### src/rtl/mantissa_normalizer_pkg.sv
// Shared FP datapath definitions: default mantissa/exponent widths and the
// normalizer FSM state type.
package fp_pkg;

  localparam int MW = 24;
  localparam int EW = 8;

  typedef enum logic [1:0] {
    IDLE = 2'd0,
    NORM = 2'd1,
    DONE = 2'd2
  } norm_state_t;

endpackage : fp_pkg

### src/rtl/mantissa_normalizer_if.sv
// Handshake bundle between the adder, the mantissa normalizer and the
// exponent-adjust stage. The master drives requests, the slave is the normalizer.
interface mantissa_normalizer_if
  import fp_pkg::*;
#(
  parameter int MW = fp_pkg::MW,
  parameter int EW = fp_pkg::EW
) ();

  logic          in_valid;
  logic          in_ready;
  logic [MW:0]   mant_in;
  logic          out_valid;
  logic          out_ready;
  logic [MW-1:0] mant_out;
  logic [EW-1:0] expminus;
  logic          exp_inc;
  logic          zero;

  modport master (
    output in_valid, mant_in, out_ready,
    input  in_ready, out_valid, mant_out, expminus, exp_inc, zero
  );

  modport slave (
    input  in_valid, mant_in, out_ready,
    output in_ready, out_valid, mant_out, expminus, exp_inc, zero
  );

endinterface : mantissa_normalizer_if

### src/rtl/mantissa_normalizer_nibble_zero_detect.sv
// 4-bit all-zero detector used to decide when a 4-position left shift is safe.
module nibble_zero_detect (
  input  logic [3:0] nibble_i,
  output logic       zero_o
);

  assign zero_o = ~|nibble_i;

endmodule : nibble_zero_detect

### src/rtl/mantissa_normalizer.sv
// Sequential post-add mantissa normalizer (IDLE -> NORM -> DONE).
// Define NORM_FAST_SHIFT_EN to allow 4-position left shifts when the top nibble is zero.
module mantissa_normalizer
  import fp_pkg::*;
#(
  parameter int MW = fp_pkg::MW,
  parameter int EW = fp_pkg::EW
) (
  input  logic                  clk,
  input  logic                  rst,
  mantissa_normalizer_if.slave  io
);

  // The left-shift count must fit in EW bits.
  if (MW - 1 >= (1 << EW)) begin : g_bad_ew
    $error("mantissa_normalizer: EW too small for MW-1 left shifts");
  end

  norm_state_t   state_q, state_d;
  logic [MW:0]   work_q, work_d;
  logic [EW-1:0] count_q, count_d;
  logic [MW-1:0] mant_out_q, mant_out_d;
  logic          exp_inc_q, exp_inc_d;
  logic          zero_q, zero_d;
  logic          out_valid_q, out_valid_d;
  logic          in_ready_q, in_ready_d;

`ifdef NORM_FAST_SHIFT_EN
  logic top_nibble_zero;

  if (MW < 5) begin : g_bad_mw
    $error("mantissa_normalizer: fast shift needs MW >= 5");
  end

  nibble_zero_detect u_top_nibble (
    .nibble_i (work_q[MW-1:MW-4]),
    .zero_o   (top_nibble_zero)
  );
`endif

  always_comb begin
    state_d     = state_q;
    work_d      = work_q;
    count_d     = count_q;
    mant_out_d  = mant_out_q;
    exp_inc_d   = exp_inc_q;
    zero_d      = zero_q;
    out_valid_d = out_valid_q;
    in_ready_d  = in_ready_q;

    case (state_q)
      IDLE: begin
        if (io.in_valid && in_ready_q) begin
          work_d     = io.mant_in;
          count_d    = '0;
          exp_inc_d  = 1'b0;
          zero_d     = 1'b0;
          in_ready_d = 1'b0;
          state_d    = NORM;
        end
      end

      NORM: begin
        if (work_q[MW]) begin
          // Adder carry: one right shift, LSB discarded without sticky.
          mant_out_d  = work_q[MW:1];
          exp_inc_d   = 1'b1;
          out_valid_d = 1'b1;
          state_d     = DONE;
        end else if (work_q == '0) begin
          mant_out_d  = '0;
          count_d     = '0;
          zero_d      = 1'b1;
          out_valid_d = 1'b1;
          state_d     = DONE;
        end else if (work_q[MW-1]) begin
          mant_out_d  = work_q[MW-1:0];
          out_valid_d = 1'b1;
          state_d     = DONE;
`ifdef NORM_FAST_SHIFT_EN
        end else if (top_nibble_zero) begin
          // Leading one sits at or below MW-5, so a 4-step shift cannot overshoot.
          work_d  = {work_q[MW-4:0], 4'b0000};
          count_d = count_q + EW'(4);
`endif
        end else begin
          work_d  = {work_q[MW-1:0], 1'b0};
          count_d = count_q + EW'(1);
        end
      end

      DONE: begin
        if (io.out_ready) begin
          out_valid_d = 1'b0;
          in_ready_d  = 1'b1;
          state_d     = IDLE;
        end
      end

      default: begin
        out_valid_d = 1'b0;
        in_ready_d  = 1'b1;
        state_d     = IDLE;
      end
    endcase
  end

  always_ff @(posedge clk) begin
    if (rst) begin
      state_q     <= IDLE;
      work_q      <= '0;
      count_q     <= '0;
      mant_out_q  <= '0;
      exp_inc_q   <= 1'b0;
      zero_q      <= 1'b0;
      out_valid_q <= 1'b0;
      in_ready_q  <= 1'b1;
    end else begin
      state_q     <= state_d;
      work_q      <= work_d;
      count_q     <= count_d;
      mant_out_q  <= mant_out_d;
      exp_inc_q   <= exp_inc_d;
      zero_q      <= zero_d;
      out_valid_q <= out_valid_d;
      in_ready_q  <= in_ready_d;
    end
  end

  assign io.in_ready  = in_ready_q;
  assign io.out_valid = out_valid_q;
  assign io.mant_out  = mant_out_q;
  assign io.expminus  = count_q;
  assign io.exp_inc   = exp_inc_q;
  assign io.zero      = zero_q;

endmodule : mantissa_normalizer
### src/flat_wrapper.sv
// flat-port wrapper written by rule: the top's interface ports become plain ports
module mantissa_normalizer_flat import fp_pkg::*;
#(
  parameter int MW = fp_pkg::MW,
  parameter int EW = fp_pkg::EW
)
  (clk, rst, io_in_valid, io_mant_in, io_out_ready, io_in_ready, io_out_valid, io_mant_out, io_expminus, io_exp_inc, io_zero);
  mantissa_normalizer_if #(.MW(MW), .EW(EW)) io_i ();
  input  logic clk;
  input  logic rst;
  input wire logic [$bits(io_i.in_valid)-1:0] io_in_valid;
  input wire logic [$bits(io_i.mant_in)-1:0] io_mant_in;
  input wire logic [$bits(io_i.out_ready)-1:0] io_out_ready;
  output wire logic [$bits(io_i.in_ready)-1:0] io_in_ready;
  output wire logic [$bits(io_i.out_valid)-1:0] io_out_valid;
  output wire logic [$bits(io_i.mant_out)-1:0] io_mant_out;
  output wire logic [$bits(io_i.expminus)-1:0] io_expminus;
  output wire logic [$bits(io_i.exp_inc)-1:0] io_exp_inc;
  output wire logic [$bits(io_i.zero)-1:0] io_zero;
  assign io_i.in_valid = io_in_valid;
  assign io_i.mant_in = io_mant_in;
  assign io_i.out_ready = io_out_ready;
  assign io_in_ready = io_i.in_ready;
  assign io_out_valid = io_i.out_valid;
  assign io_mant_out = io_i.mant_out;
  assign io_expminus = io_i.expminus;
  assign io_exp_inc = io_i.exp_inc;
  assign io_zero = io_i.zero;
  mantissa_normalizer #(.MW(MW), .EW(EW)) u_core (.clk(clk), .rst(rst), .io(io_i));
endmodule
### config.mk
export PLATFORM = sky130hd
export DESIGN_NAME = mantissa_normalizer_flat
export DESIGN_NICKNAME = d
export VERILOG_FILES = /design/src/rtl/mantissa_normalizer_pkg.sv /design/src/rtl/mantissa_normalizer_if.sv /design/src/rtl/mantissa_normalizer_nibble_zero_detect.sv /design/src/rtl/mantissa_normalizer.sv /design/src/flat_wrapper.sv
export SDC_FILE = /design/constraint.sdc
export NUM_CORES = 1
export LEC_CHECK = 0
export BUFFER_PORTS_ARGS = -buffer_cell sky130_fd_sc_hd__buf_2
export CORE_MARGIN = 5
export CORE_UTILIZATION = 58
export DETAILED_ROUTE_END_ITERATION = 12
export PLACE_DENSITY_LB_ADDON = 0.25
export SLEW_MARGIN = 20
export SYNTH_ARGS = -nofsm -noshare
export SYNTH_HDL_FRONTEND = slang
export SYNTH_SLANG_ARGS = --single-unit
### constraint.sdc
create_clock -name clk -period 2.8 [get_ports clk]
set_clock_uncertainty 0.1 [all_clocks]
set_input_delay 0.42 -clock clk [delete_from_list [all_inputs] [get_ports clk]]
set_output_delay 0.42 -clock clk [all_outputs]
set_load 0.005 [all_outputs]
After elaboration in Yosys (flattened, before gate mapping):

Cells that the tools add are included.

* register bits: 63
* bits in latches: 0
* RAM bits: 0
* ROM bits: 0
* bits of input ports: 29
* output and inout bits: 36
* word-level logic and storage cells: 71
* memories kept: 0

* add/subtract/negate cells: 1
* multiply operators: 0
* divide/modulo/power cells: 0
* $lt $le $gt $ge: 0
* eq/ne operators: 11
* shift operators: 0
* mux-type cells: 32
* bitwise operators: 2
* reduce and logical (&&, ||, !) cells: 15

Operators by type and width (count)
* 2-to-1 mux 24 bit: 4
* 2-to-1 mux 25 bit: 3
* case mux 25 bit (2 select lines): 1
* 2-to-1 mux 8 bit: 4
* logical NOT 25 bit: 1
* case mux 8 bit (2 select lines): 1
* AND reduction 3 bit: 4
* AND reduction 4 bit: 3
* 2-to-1 mux 2 bit: 5
* 2-to-1 mux 1 bit: 9
* adder 8 x 1 -> 8 bit, second input constant: 1
* != test 2 bit, second input constant: 4
* != test 2 x 1 -> 1 bit, second input constant: 3
* case mux 1 bit (3 select lines): 2
* case mux 2 bit (3 select lines): 1
* AND reduction 5 bit: 1
* != test 4 x 1 -> 1 bit, second input constant: 1
* case mux 1 bit (2 select lines): 2
* AND reduction 2 bit: 2
* != test 3 bit, second input constant: 1
* nonzero test 3 bit: 1
* equality test 2 x 1 -> 1 bit, second input constant: 1
* equality test 2 bit, second input constant: 1
* logical NOT 2 bit: 1
* other kinds (3): 4

Depth between registers and ports, before layout:

Gate-level depths: netlist (run 1).

* depth in word-level cells: 5
* mapped depth: 8
* mapped depth without buffers: 5

Worst setup path after synthesis (run 1):

No wires, ideal clock.

* path type: reg2reg
* start: reg u_core.work_q[23]
* end: reg u_core.work_q[14]
* library setup time: 132 ps
* data arrival time: 1558 ps
* setup slack: 1011 ps
* stages on the path, launching flop included: 8
* period minus slack after synthesis: 1789 ps
* cells stage by stage: dfxtp_1 > clkbuf_1 > nor4b_4 > nor2_1 > a21o_1 > buf_2 > a221oi_1 > nor3_1

* longest elaborated chain between the ends: 3

RTL lines
* start, declared: line mantissa_normalizer.sv:20 `logic [MW:0] work_q, work_d;`
* start signal, assigned: line mantissa_normalizer.sv:120 `work_q <= work_d;`
* logical NOT 25 bit: line mantissa_normalizer.sv:70 `end else if (work_q == '0) begin`
* != test 2 bit (no source line)
* AND reduction 5 bit (no source line) (*)

Every way passes the cells marked *; elsewhere a longest branch is shown, timed or not.
A chain may end at the register's enable or synchronous reset.

Worst setup path after layout (run 1):

* start: reg u_core.work_q[24]
* end: reg u_core.mant_out_q[13], in the netlist u_core.io.mant_out[13]

* longest elaborated chain between the ends: 3

RTL lines
* logical NOT 25 bit: line mantissa_normalizer.sv:70
* nonzero test 3 bit (no source line) / 2-to-1 mux 24 bit (equally long branches)
* AND reduction 2 bit (no source line) / 2-to-1 mux 24 bit (equally long branches)
* end signal, assigned: line mantissa_normalizer.sv:122 `mant_out_q <= mant_out_d;`
* end, declared: line mantissa_normalizer.sv:22 `logic [MW-1:0] mant_out_q, mant_out_d;`

Parallel ways exist; a longest one is shown, timed or not.

==> reports/qor.csv, run 1 <==
stage;metric;value;unit
clock_network;CTS Buffer Depth;2;
setup_path;Crit. End Element;flip-flop;
setup_path;CP max FO;24;
clock_network;CTS resizes;0;
synth;predominant post-synthesis flop cell;dfxtp_1;
synth;count leader, synth;dfxtp_1;
sta;period utilization;77.6;%
worst_hold_path;Hold Crit Depth;3;
sta;Sum Neg Setup Slack;0;ps
sta;final setup vio count;0;
synth;area leader, netlist;dfxtp_1;
synth;Synth area leaders;dfxtp_1 44%, nand2_1 7.3%, o21ai_0 7.3%, a221oi_1 6.7%, a21oi_1 5.6%;
die;Ports;65;
setup_path;Crit Path Class;reg -> reg;
synth;YS warnings;0;
grt;largest net degree at the start of global routing;40;
synth;Mapped Cells;364;
clock_network;Post-CTS Setup Bufs;0;
power_and_ir_drop;combinational share of power;24.3;%
finish;Layout area overhead;18.0;%
finish;Layout Nets;448;
drt;WL per Instance;15.7;um
synth;top-area cell type share of the netlist area;43.8;%
die;core area;0.00479;mm^2
clock_network;hold buffer count at cts;0;
synth;Commonest cells post-synth;63 x dfxtp_1, 56 x nand2_1, 42 x o21ai_0;
clock_network;TritonCTS clock tree;done;
synth;Synth Register Bits;63;
sta;Period minus WS final;2170;ps
placement;GPL Wtd Cong;0.864;
die;row cnt;25;
drt;Initial DRC Count;332;
placement;DP Cell Count;474;
clock_network;Worst-Skew Late Latency;340;ps
setup_path;Reg2Reg Depth;5;
power_and_ir_drop;Internal Pwr Total;1.57;mW
run_status;status;finished clean;
power_and_ir_drop;P_leak;1.37;nW
placement;port bufs;64;
drt;DRT Pass-1 Iters;4;
power_and_ir_drop;worst ir drop on vdd;0.000501;V
clock_network;H-tree depth;3;
drt;drt total wl;7670;um
clock_network;Sink Count;63;
power_and_ir_drop;Flop pwr share;47.2;%
setup_path;CP Data Arrival Time;2350;ps
synth;library cells used by synthesis;40;
die;die extent in y;80.4;um
clock_network;Worst-path clk slew;60;ps
synth;syn nets;394;
placement;detailed-placement wirelength estimate;5180;um
finish;# diodes;0;
setup_path;Worst Setup Start Kind;flip-flop;
setup_path;Slowest cell on crit path;a21oi_2;
power_and_ir_drop;clock power share;28.6;%
drt;Vias;2969;
die;Die X;80.4;um
power_and_ir_drop;NetSw;0.814;mW
power_and_ir_drop;PwrDens;701;mW/mm^2
synth;sequential area share after synthesis;43.8;%
setup_path;worst path required time;2980;ps
synth;Mean Syn Cell Area;7.91;um^2
drt;Routed Antenna Nets;0;
clock_network;CTS Buf Count;9;
sta;Max Clk Rate;0.460;GHz
grt;first-pass GRT wire length;12500;um
finish;final std cells w/o fill;488;
sta;RSZ-0062 raised after global routing;no;
sta;Slew headroom;40.5;%
sta;Slew Limit Fails;0;
drt;detailed-route DRC error count;0;
clock_network;root buffer cell;clkbuf_8;
sta;Final Hold Vio Count;0;
grt;global route overflow;0;
run;Max-Cap Viols;0;
die;Die ar.;0.00647;mm^2
power_and_ir_drop;switching part of the total power;34.2;%
setup_path;Max stage delay on crit path;740;ps
grt;initial antenna violation count;0;
finish;share of cells above drive strength 1;21.1;%
finish;final core utilization;70.9;%
grt;vias in the first global route;2681;
drt;drt via density;6.08;
die;Initial Utilization;60.1;%
synth;asr flop ratio synth;0;%
synth;Post-synth EDFFs;0;
grt;Total Routing Usage GR;24.9;%
synth;synthesized area;0.00288;mm^2
sta;actual slew at the worst max-slew pin;892;ps
worst_hold_path;worst min path class;in -> reg;
setup_path;cells along the critical path;nor2_1, and4_1, a21oi_2, o21ai_0, a21oi_1;
-- stage by stage --
| step | setup slack, ps | area (um^2) | total power [mW] | hold WS (ps) |
|---|---|---|---|---|
| 3_3_place_gp | 781 | 3230 | 1.69 | 342 |
| 6_report | 628 | 3390 | 2.38 | 232 |
| 3_5_place_dp | 695 | 3230 | 1.70 | 344 |
| 4_1_cts | 692 | 3390 | 2.37 | 231 |
| 2_1_floorplan | 1010 | 2880 | 1.53 | 353 |
| 5_1_grt | 437 | 3390 | 2.51 | 237 |
-- worst max-delay path: cells and delay by family (launching register included) --
family | cells | cell delay [ps]
AND/OR/NAND/NOR | 2 | 390
flip-flops | 1 | 460
AO/OA/AOI/OAI | 3 | 1150
-- area by class of cell --
class | count | area, um^2
flip-flops and latches | 63 | 1260
multi-input cells | 268 | 1480
inverters | 2 | 7.51
clock inverters | 1 | 5.00
clock buffers | 13 | 159
well taps | 67 | 83.8
repair buffers | 74 | 395
fillers | 416 | 1390
-- power by group through the flow --
stage	Clock, mW	Combinational [mW]	Sequential (mW)
2_1_floorplan	0	0.436	1.09
3_3_place_gp	0	0.553	1.13
3_5_place_dp	0	0.564	1.13
4_1_cts	0.684	0.569	1.12
5_1_grt	0.731	0.644	1.13
6_report	0.680	0.577	1.12
-- metal layers --
layer  track usage, %  wire length, um  share of wire (%)
met5                0                0                  0
met4             13.2              188                2.5
met3             4.26              468                6.1
met2             41.6             3780                 49
met1             30.3             3230                 42
-- flip-flops by register name (all words and copies together), names as in the netlist --
register	flops
u_core.state_q	2
u_core.io.zero	1
u_core.work_q	25
u_core.io.out_valid	1
u_core.io.exp_inc	1
u_core.io.mant_out	24
u_core.io.expminus	8
u_core.io.in_ready	1
-- kinds of logic after synthesis --
logic type | Yosys count | synth area share [%]
fa+ha+maj | 1 | 0.435
xor+xnor | 1 | 0.304
flops | 63 | 43.8
buf+inv | 33 | 4.65
compound gates | 122 | 26.9
mux | 2 | 0.696
simple gates | 142 | 23.2
-- final timing paths --
path                      from                endpoint  slack (ps)
max          u_core.work_q[24]  u_core.io.mant_out[13]         630
min             io_mant_in[24]       u_core.work_q[24]         230
max reg2reg  u_core.work_q[24]  u_core.io.mant_out[13]         630
min reg2reg     u_core.io.zero          u_core.io.zero         350
-- cells in the final DEF (no fill, tap or decap), drive strengths merged, types with 13 or more instances in the layout --
cell	netlist	layout
clkbuf	25	13
dfxtp	63	63
nand2	56	56
nor2	31	31
buf	6	74
nor3	27	27
a221oi	22	22
o21ai	44	44
a21oi	33	33
a22o	13	13
Note: power is estimated with default switching activity, not from simulation.
==> run 2: changes to the inputs <==
--- a/config.mk
+++ b/config.mk
@@ -7,7 +7,7 @@
 export LEC_CHECK = 0
 export BUFFER_PORTS_ARGS = -buffer_cell sky130_fd_sc_hd__buf_2
 export CORE_MARGIN = 5
-export CORE_UTILIZATION = 58
+export CORE_UTILIZATION = 48
 export DETAILED_ROUTE_END_ITERATION = 12
 export PLACE_DENSITY_LB_ADDON = 0.25
 export SLEW_MARGIN = 20
==> constraint.sdc (replaced) <==
create_clock -name clk -period 1.8 [get_ports clk]
set_clock_uncertainty 0.1 [all_clocks]
set_input_delay 0.27 -clock clk [delete_from_list [all_inputs] [get_ports clk]]
set_output_delay 0.27 -clock clk [all_outputs]
set_load 0.005 [all_outputs]
==> reports/qor.csv, run 2 (synthesized netlist as in run 1, its figures left out) <==
stage;metric;value;unit
clock_network;H-tree depth;3;
placement;port bufs;64;
clock_network;Worst-path clk slew;70;ps
power_and_ir_drop;Tot Pwr;4.40;mW
setup_path;Reg2Reg Capture Point;u_core.work_q[16];
finish;Layout area overhead;36.8;%
power_and_ir_drop;P_leak;1.63;nW
finish;final core utilization;66.9;%
setup_path;Crit. End Element;flip-flop;
grt;Total Routing Usage GR;23.1;%
setup_path;CP max FO;12;
grt;initial antenna violation count;0;
drt;Routed Antenna Nets;0;
power_and_ir_drop;clock power share;27.7;%
grt;largest net degree at the start of global routing;51;
clock_network;CTS Buf Count;9;
die;Die X;87.4;um
power_and_ir_drop;Internal Pwr Total;2.90;mW
placement;pre-CTS WS;-39.8;ps
run;Max-Cap Viols;0;
worst_hold_path;hold path start;io_mant_in[24];
sta;Sum Neg Setup Slack;0;ps
sta;Period minus WS final;1790;ps
setup_path;Worst Setup Start Kind;flip-flop;
drt;drt total wl;8820;um
power_and_ir_drop;PwrDens;1120;mW/mm^2
power_and_ir_drop;worst ir drop on vdd;0.000624;V
setup_path;cells along the critical path;buf_4, nor4b_4, nor2_2, a21o_4, buf_12, a221oi_1, nor3_1;
clock_network;Sink Count;63;
sta;Final WS setup;12.2;ps
sta;RSZ-0062 raised after global routing;yes;
placement;DP Cell Count;515;
die;row cnt;28;
placement;GPL Wtd Cong;0.890;
power_and_ir_drop;combinational share of power;34.6;%
drt;Initial DRC Count;231;
finish;most frequent cells in the layout;64 x buf_2, 59 x dfxtp_1, 56 x nand2_1;
clock_network;hold buffer count at cts;0;
sta;Slew headroom;74.5;%
run_status;status;finished clean;
worst_hold_path;hold endpoint;u_core.work_q[24];
grt;first-pass GRT wire length;13800;um
sta;Max Clk Rate;0.559;GHz
worst_hold_path;worst min path class;in -> reg;
sta;final setup vio count;0;
clock_network;root buffer cell;clkbuf_8;
die;Die ar.;0.00764;mm^2
setup_path;CP Data Arrival Time;1910;ps
sta;Slew Limit Fails;0;
finish;max reg flops;25;
finish;commonest non-fill, non-tap cell in the layout;buf_2;
setup_path;Crit Path Class;reg -> reg;
sta;final hold slack;72.3;ps
finish;share of cells above drive strength 1;33.8;%
setup_path;Reg2Reg Depth;7;
setup_path;CP top delay family;simple AND/OR/NAND/NOR gates;
drt;detailed-route DRC error count;0;
sta;period utilization;99.3;%
die;core area;0.00589;mm^2
drt;DRT Pass-1 Iters;5;
power_and_ir_drop;Flop pwr share;37.7;%
setup_path;Slowest cell on crit path;dfxtp_1;
clock_network;Worst-Skew Late Latency;350;ps
finish;Layout Nets;484;
sta;actual slew at the worst max-slew pin;380;ps
finish;# diodes;0;
grt;vias in the first global route;2922;
drt;Vias;3166;
grt;global route overflow;0;
die;die extent in y;87.4;um
die;Initial Utilization;48.9;%
sta;Final Hold Vio Count;0;
worst_hold_path;Hold Crit Depth;3;
clock_network;TritonCTS clock tree;done;
placement;detailed-placement wirelength estimate;5740;um
finish;Most flops, register;u_core.work_q;
setup_path;Reg2Reg Setup Slack;10;ps
setup_path;worst r2r src;u_core.work_q[23];
setup_path;Worst Setup SP;u_core.work_q[23];
drt;WL per Instance;16.5;um
finish;Finished Cell Area;0.00394;mm^2
clock_network;CTS Buffer Depth;2;
power_and_ir_drop;switching part of the total power;34.1;%
setup_path;Max stage delay on crit path;310;ps
placement;DP Area;0.00354;mm^2
die;Ports;65;
setup_path;worst path required time;1930;ps
drt;drt via density;5.93;
finish;final std cells w/o fill;534;
power_and_ir_drop;NetSw;1.50;mW
setup_path;crit path buf inv count;2;
## run 2: cell types whose count changed in the layout (fill, tap and decap cells not counted), moves of 5 or more
cell,before,now
a221oi_1,22,12
nor4_1,5,0
buf_4,10,39
a221oi_2,0,9
nor4_2,0,5
## run 2: layout make-up
type	instances	area, um^2
Sequential cell	63	1270
Multi-Input combinational cell	268	1640
Inverter	2	7.51
Timing Repair Buffer	110	741
Clock inverter	4	45.0
Fill cell	498	1950
Clock buffer	12	145
Tap cell	75	93.8
## run 2: worst max path at each step
stage | to | depth (start not counted)
2_1_floorplan | u_core.work_q[14] | 7
5_1_grt | u_core.work_q[7] | 7
4_1_cts | u_core.io.expminus[4] | 6
3_5_place_dp | u_core.work_q[5] | 6
6_report | u_core.work_q[16] | 7
3_3_place_gp | u_core.work_q[5] | 6
## run 2: timing repair
item / in CTS / in global routing
pin swaps: 0 / 7
setup buffers: 0 / 1
setup endpoints to repair: 26 / 54
gates cloned: 0 / 2
gates resized for setup: 5 / 31
## run 2: power groups by stage
stage          clock (mW)  combinational, mW  sequential [mW]
2_1_floorplan           0              0.679             1.70
3_3_place_gp            0               1.26             1.66
6_report             1.22               1.52             1.66
5_1_grt              1.31               1.65             1.68
4_1_cts              1.23               1.32             1.64
3_5_place_dp            0               1.29             1.66
## run 2: tightest hold or removal path: cells and delay by family
kind,cells,cell delay (ps)
AOI/OAI and AO/OA,1,60
buffers and inverters,1,100
and+or+nand+nor,1,60
## run 2: layer usage
metal | share of wire [%] | global-route usage (%) | up-vias
met1 | 41 | 29.1 | 1503
met4 | 1.7 | 7.39 | 0
li1 | - | - | 1509
met3 | 8.4 | 7.95 | 21
met5 | 0 | 0 | -
met2 | 49 | 37.1 | 133
